[config.mk]
export PLATFORM = sky130hd
export DESIGN_NAME = nibble_seq_adder
export DESIGN_NICKNAME = d
export VERILOG_FILES = /design/src/rtl/nibble_seq_adder.sv
export SDC_FILE = /design/constraint.sdc
export NUM_CORES = 1
export LEC_CHECK = 0
export ABC_AREA = 1
export CORE_MARGIN = 2
export CORE_UTILIZATION = 26
export CTS_CLUSTER_DIAMETER = 30
export DETAILED_ROUTE_END_ITERATION = 7
export GPL_ROUTABILITY_DRIVEN = 1
export HOLD_SLACK_MARGIN = 0.12
export PLACE_DENSITY = 0.47
export SYNTH_ARGS = -nofsm -noshare
export SYNTH_HDL_FRONTEND = slang
export SYNTH_SLANG_ARGS = --single-unit
[constraint.sdc]
create_clock -name clk -period 2.1 [get_ports clk]
set_clock_uncertainty 0.05 [all_clocks]
set_input_delay 0.21 -clock clk [delete_from_list [all_inputs] [get_ports clk]]
set_output_delay 0.21 -clock clk [all_outputs]
set_load 0.05 [all_outputs]
[src/rtl/nibble_seq_adder.sv]
// Nibble-serial wide adder controller driving one external 4-bit CLA slice, LSB nibble first.
// Optional signed-overflow output result_ovf is enabled by defining NIBBLE_SEQ_ADDER_OVF_EN.
module nibble_seq_adder #(
    parameter int NIBBLES = 4
) (
    input  logic                 clk,
    input  logic                 rst,
    input  logic                 in_valid,
    output logic                 in_ready,
    input  logic [4*NIBBLES-1:0] op_a,
    input  logic [4*NIBBLES-1:0] op_b,
    input  logic                 op_cin,
    output logic [3:0]           cla_a,
    output logic [3:0]           cla_b,
    output logic                 cla_cin,
    input  logic [3:0]           cla_sum,
    input  logic                 cla_carry,
    output logic                 out_valid,
    input  logic                 out_ready,
    output logic [4*NIBBLES-1:0] result,
    output logic                 result_cout
`ifdef NIBBLE_SEQ_ADDER_OVF_EN
    ,
    output logic                 result_ovf
`endif
);

    localparam int W     = 4 * NIBBLES;
    localparam int IDX_W = $clog2(NIBBLES);
    localparam logic [IDX_W-1:0] LAST_IDX = IDX_W'(NIBBLES - 1);

    typedef enum logic [1:0] {IDLE, RUN, DONE} state_t;

    state_t           state;
    logic [W-1:0]     a_sh;
    logic [W-1:0]     b_sh;
    logic             carry_reg;
    logic [IDX_W-1:0] nib_idx;
`ifdef NIBBLE_SEQ_ADDER_OVF_EN
    logic             a_msb;
    logic             b_msb;
`endif

    // The shift registers empty to zero and carry_reg is cleared on the last nibble,
    // so the slice inputs are zero outside RUN without any output gating.
    assign cla_a   = a_sh[3:0];
    assign cla_b   = b_sh[3:0];
    assign cla_cin = carry_reg;

    always_ff @(posedge clk or posedge rst) begin
        if (rst) begin
            state       <= IDLE;
            in_ready    <= 1'b1;
            out_valid   <= 1'b0;
            a_sh        <= '0;
            b_sh        <= '0;
            carry_reg   <= 1'b0;
            nib_idx     <= '0;
            result      <= '0;
            result_cout <= 1'b0;
`ifdef NIBBLE_SEQ_ADDER_OVF_EN
            a_msb       <= 1'b0;
            b_msb       <= 1'b0;
            result_ovf  <= 1'b0;
`endif
        end else begin
            case (state)
                IDLE: begin
                    if (in_valid) begin
                        a_sh      <= op_a;
                        b_sh      <= op_b;
                        carry_reg <= op_cin;
                        nib_idx   <= '0;
                        in_ready  <= 1'b0;
                        state     <= RUN;
`ifdef NIBBLE_SEQ_ADDER_OVF_EN
                        a_msb     <= op_a[W-1];
                        b_msb     <= op_b[W-1];
`endif
                    end
                end
                RUN: begin
                    result[4*nib_idx +: 4] <= cla_sum;
                    a_sh    <= a_sh >> 4;
                    b_sh    <= b_sh >> 4;
                    nib_idx <= nib_idx + 1'b1;
                    if (nib_idx == LAST_IDX) begin
                        // Top-nibble carry goes only to result_cout, never back into the slice.
                        result_cout <= cla_carry;
                        carry_reg   <= 1'b0;
                        nib_idx     <= '0;
                        out_valid   <= 1'b1;
                        state       <= DONE;
`ifdef NIBBLE_SEQ_ADDER_OVF_EN
                        result_ovf  <= (a_msb == b_msb) && (cla_sum[3] != a_msb);
`endif
                    end else begin
                        carry_reg <= cla_carry;
                    end
                end
                DONE: begin
                    if (out_ready) begin
                        out_valid <= 1'b0;
                        in_ready  <= 1'b1;
                        state     <= IDLE;
                    end
                end
                default: begin
                    out_valid <= 1'b0;
                    in_ready  <= 1'b1;
                    state     <= IDLE;
                end
            endcase
        end
    end

endmodule
==> results of run 1 <==
-- logic make-up after synthesis --
logic type | after synthesis | share of synthesized area, %
fa+ha+maj | 6 | 2.67
flops | 56 | 49.9
simple gates | 215 | 34.0
compound gates | 15 | 2.85
buf+inv | 65 | 10.6
-- sequential cells by signal, summed over array words and instances (netlist names) --
signal	count
b_sh	16
state	2
in_ready	1
a_sh	16
cla_cin	1
nib_idx	2
out_valid	1
result	16
result_cout	1
-- stage by stage --
stage | area [um^2] | util [%] | hold slack (ps)
floorplan | 2810 | - | 258
global placement | 3590 | 34.5 | 426
detailed placement | 3590 | 34.5 | 415
CTS | 3690 | 35.4 | 224
global route | 3690 | 35.4 | 233
finish | 3690 | 35.4 | 214
-- synthesized netlist by cell type, drive strengths merged, types with 2 or more instances --
master	number	area, um^2
nand3	56	280
o22ai	2	12.5
nand3b	2	15.0
clkbuf	3	11.3
dfrtp	55	1380
inv	43	161
nand2	124	478
nor2	13	61.3
nor3	2	10.0
ha	6	75.1
or2	18	113
o21ai	12	60.1
buf	19	125
-- metal layers --
metal	global-route usage, %	vias up	part of all wire (%)
li1	-	1212	-
met2	22.3	51	48
met5	0	-	0
met4	2.75	0	0.90
met3	3.07	7	5.5
met1	16.0	1114	45
-- final cells by class --
cell class | count | area (um^2) | area share (%)
tap | 136 | 170 | 4.61
multi-input combinational | 236 | 1110 | 30.1
timing repair buffer | 75 | 748 | 20.3
clock buffer | 6 | 82.6 | 2.24
inverter | 43 | 161 | 4.37
clock inverter | 2 | 15.0 | 0.407
sequential | 56 | 1400 | 38.0
-- where the power goes --
part	internal, mW	leakage, nW	switching (mW)
Sequential	1.56	0.714	0.278
Combinational	1.08	1.09	2.09
Clock	0.268	0.0434	0.362
-- how the worst max path moves through the flow --
stage	to	slack [ps]	cells after the start
2_1_floorplan	a_sh[0]	470	1
3_3_place_gp	a_sh[8]	520	5
3_5_place_dp	result[0]	490	6
4_1_cts	in_ready	180	1
5_1_grt	in_ready	160	1
6_report	in_ready	210	1
==> summary.md, run 1 <==
| Metric | Value |
|---|---|
| Status | `finished clean` |
| Total GRT Usage | `12.8%` |
| Syn Inst Count | `357` |
| Max clock buf depth | `2` |
| Reg2reg end | `result[1]` |
| Most frequent cells in the layout | `121 x nand2_1, 69 x clkdlybuf4s50_1, 56 x nand3_1` |
| First-pass GRT wire length | `11.8 mm` |
| Most common cell after layout, fill and taps aside | `nand2_1` |
| Initial antenna violation count | `0` |
| Fin nets | `465` |
| DR iter-0 viols | `61` |
| Clock sink count | `56` |
| Final period util | `90.1%` |
| Hold Fails Final Rpt | `0` |
| Fin crit period | `1890 ps` |
| Detailed-route wire length per cell | `12.7 um` |
| Peak supply drop | `0.000596 V` |
| Max FO, Critical Path | `2` |
| Die extent in y | `108 um` |
| Pre-antenna DRT Iters | `4` |
| CTS tree | `built` |
| TNS Setup | `0 ps` |
| Slew @ Worst Pin | `504 ps` |
| Hold_buf cts | `0` |
| Worst-Skew Late Latency | `310 ps` |
| Fin worst setup slack | `208 ps` |
| Row count | `37` |
| RSZ-0062 raised after global routing | `false` |
| Fill cells | `1147` |
| Worst rel slew slack | `66.3%` |
| TritonCTS Buffers | `5` |
| Crit path max-delay cell type | `clkdlybuf4s50_1` |
| DR vias | `2384` |
| Crit end category | `primary output` |
| PostCTS Resize Cnt | `0` |
| Synth warnings | `0` |
| R2r setup slk | `460 ps` |
| Crit path buf inv count | `1` |
| Worst setup path startpoint | `in_ready` |
| Ys async rst share | `100%` |
| Placed wire-length estimate | `4.81 mm` |
| Largest net degree at the start of global routing | `57` |
| Total power | `5.64 mW` |
| Total gr overflow | `0` |
| Layout area overhead | `31.3%` |
| Syn avg cell area | `7.88 um^2` |
| Starting density of the core | `27.0%` |
| CTS Root Cell | `clkbuf_8` |
| P_leak | `1.85 nW` |
| Final setup fails | `0` |
| Antenna-violating nets left | `0` |
| Post-Layout Cell Count | `554` |
| Max-capacitance violation count | `0` |
| CORE AREA | `10400 um^2` |
| # placed instances | `546` |
| Distinct cells, synth | `24` |
| Ports | `70` |
| Port-buffer cells | `69` |
| Sequential element share of the synthesized area | `49.9%` |
| Number of synthesized flops with an enable pin | `0` |
| Max incr delay on CP | `790 ps` |
| Pre-CTS setup slack | `488 ps` |
| Crit path max-delay family | `buffers and inverters` |
| Number of global-route vias before repair | `2498` |
| R2r worst-path depth | `7` |
| Setup bufs post-CTS | `0` |
| Final wirelength | `7.01 mm` |
| P per Cell Area | `1530 nW/um^2` |
| Fraction of layout cells with a size suffix above 1 | `7.66%` |
| Worst Path Required | `1840 ps` |
| Die Wd | `108 um` |
| H-tree depth | `2` |
| Crit path kind | `register to primary output` |
| FF+latch count, synth | `56` |
| Worst Hold Class | `input pin to asynchronous set/reset pin` |
| Syn nets | `405` |
| Syn Std Cell Area | `2810 um^2` |
| RD Place Congestion | `0.759` |
| Final Slew Violations | `0` |
| Number of diodes | `0` |
| DRC | `0` |
| Worst EP arrival | `1630 ps` |
| Startpoint Class | `register` |
| Worst R2R Start | `nib_idx[0]` |
| Main flop type after synthesis | `dfrtp_1` |
| Highest clock rate | `528 MHz` |
| Die area | `11700 um^2` |
| Vias per inst | `4.30` |
| Worst-path cell chain | `clkdlybuf4s50_1` |
| Clk slew on worst S/H paths | `110 ps` |
(Power assumes the default switching activity.)
==> run 2, diff against run 1 <==
--- a/config.mk
+++ b/config.mk
@@ -11,7 +11,7 @@
 export CTS_CLUSTER_DIAMETER = 30
 export DETAILED_ROUTE_END_ITERATION = 7
 export GPL_ROUTABILITY_DRIVEN = 1
-export HOLD_SLACK_MARGIN = 0.12
+export HOLD_SLACK_MARGIN = 0.05
 export PLACE_DENSITY = 0.47
 export SYNTH_ARGS = -nofsm -noshare
 export SYNTH_HDL_FRONTEND = slang
==> results of run 2 <==
No change in the layout: final DEF, timing and power equal those of run 1.
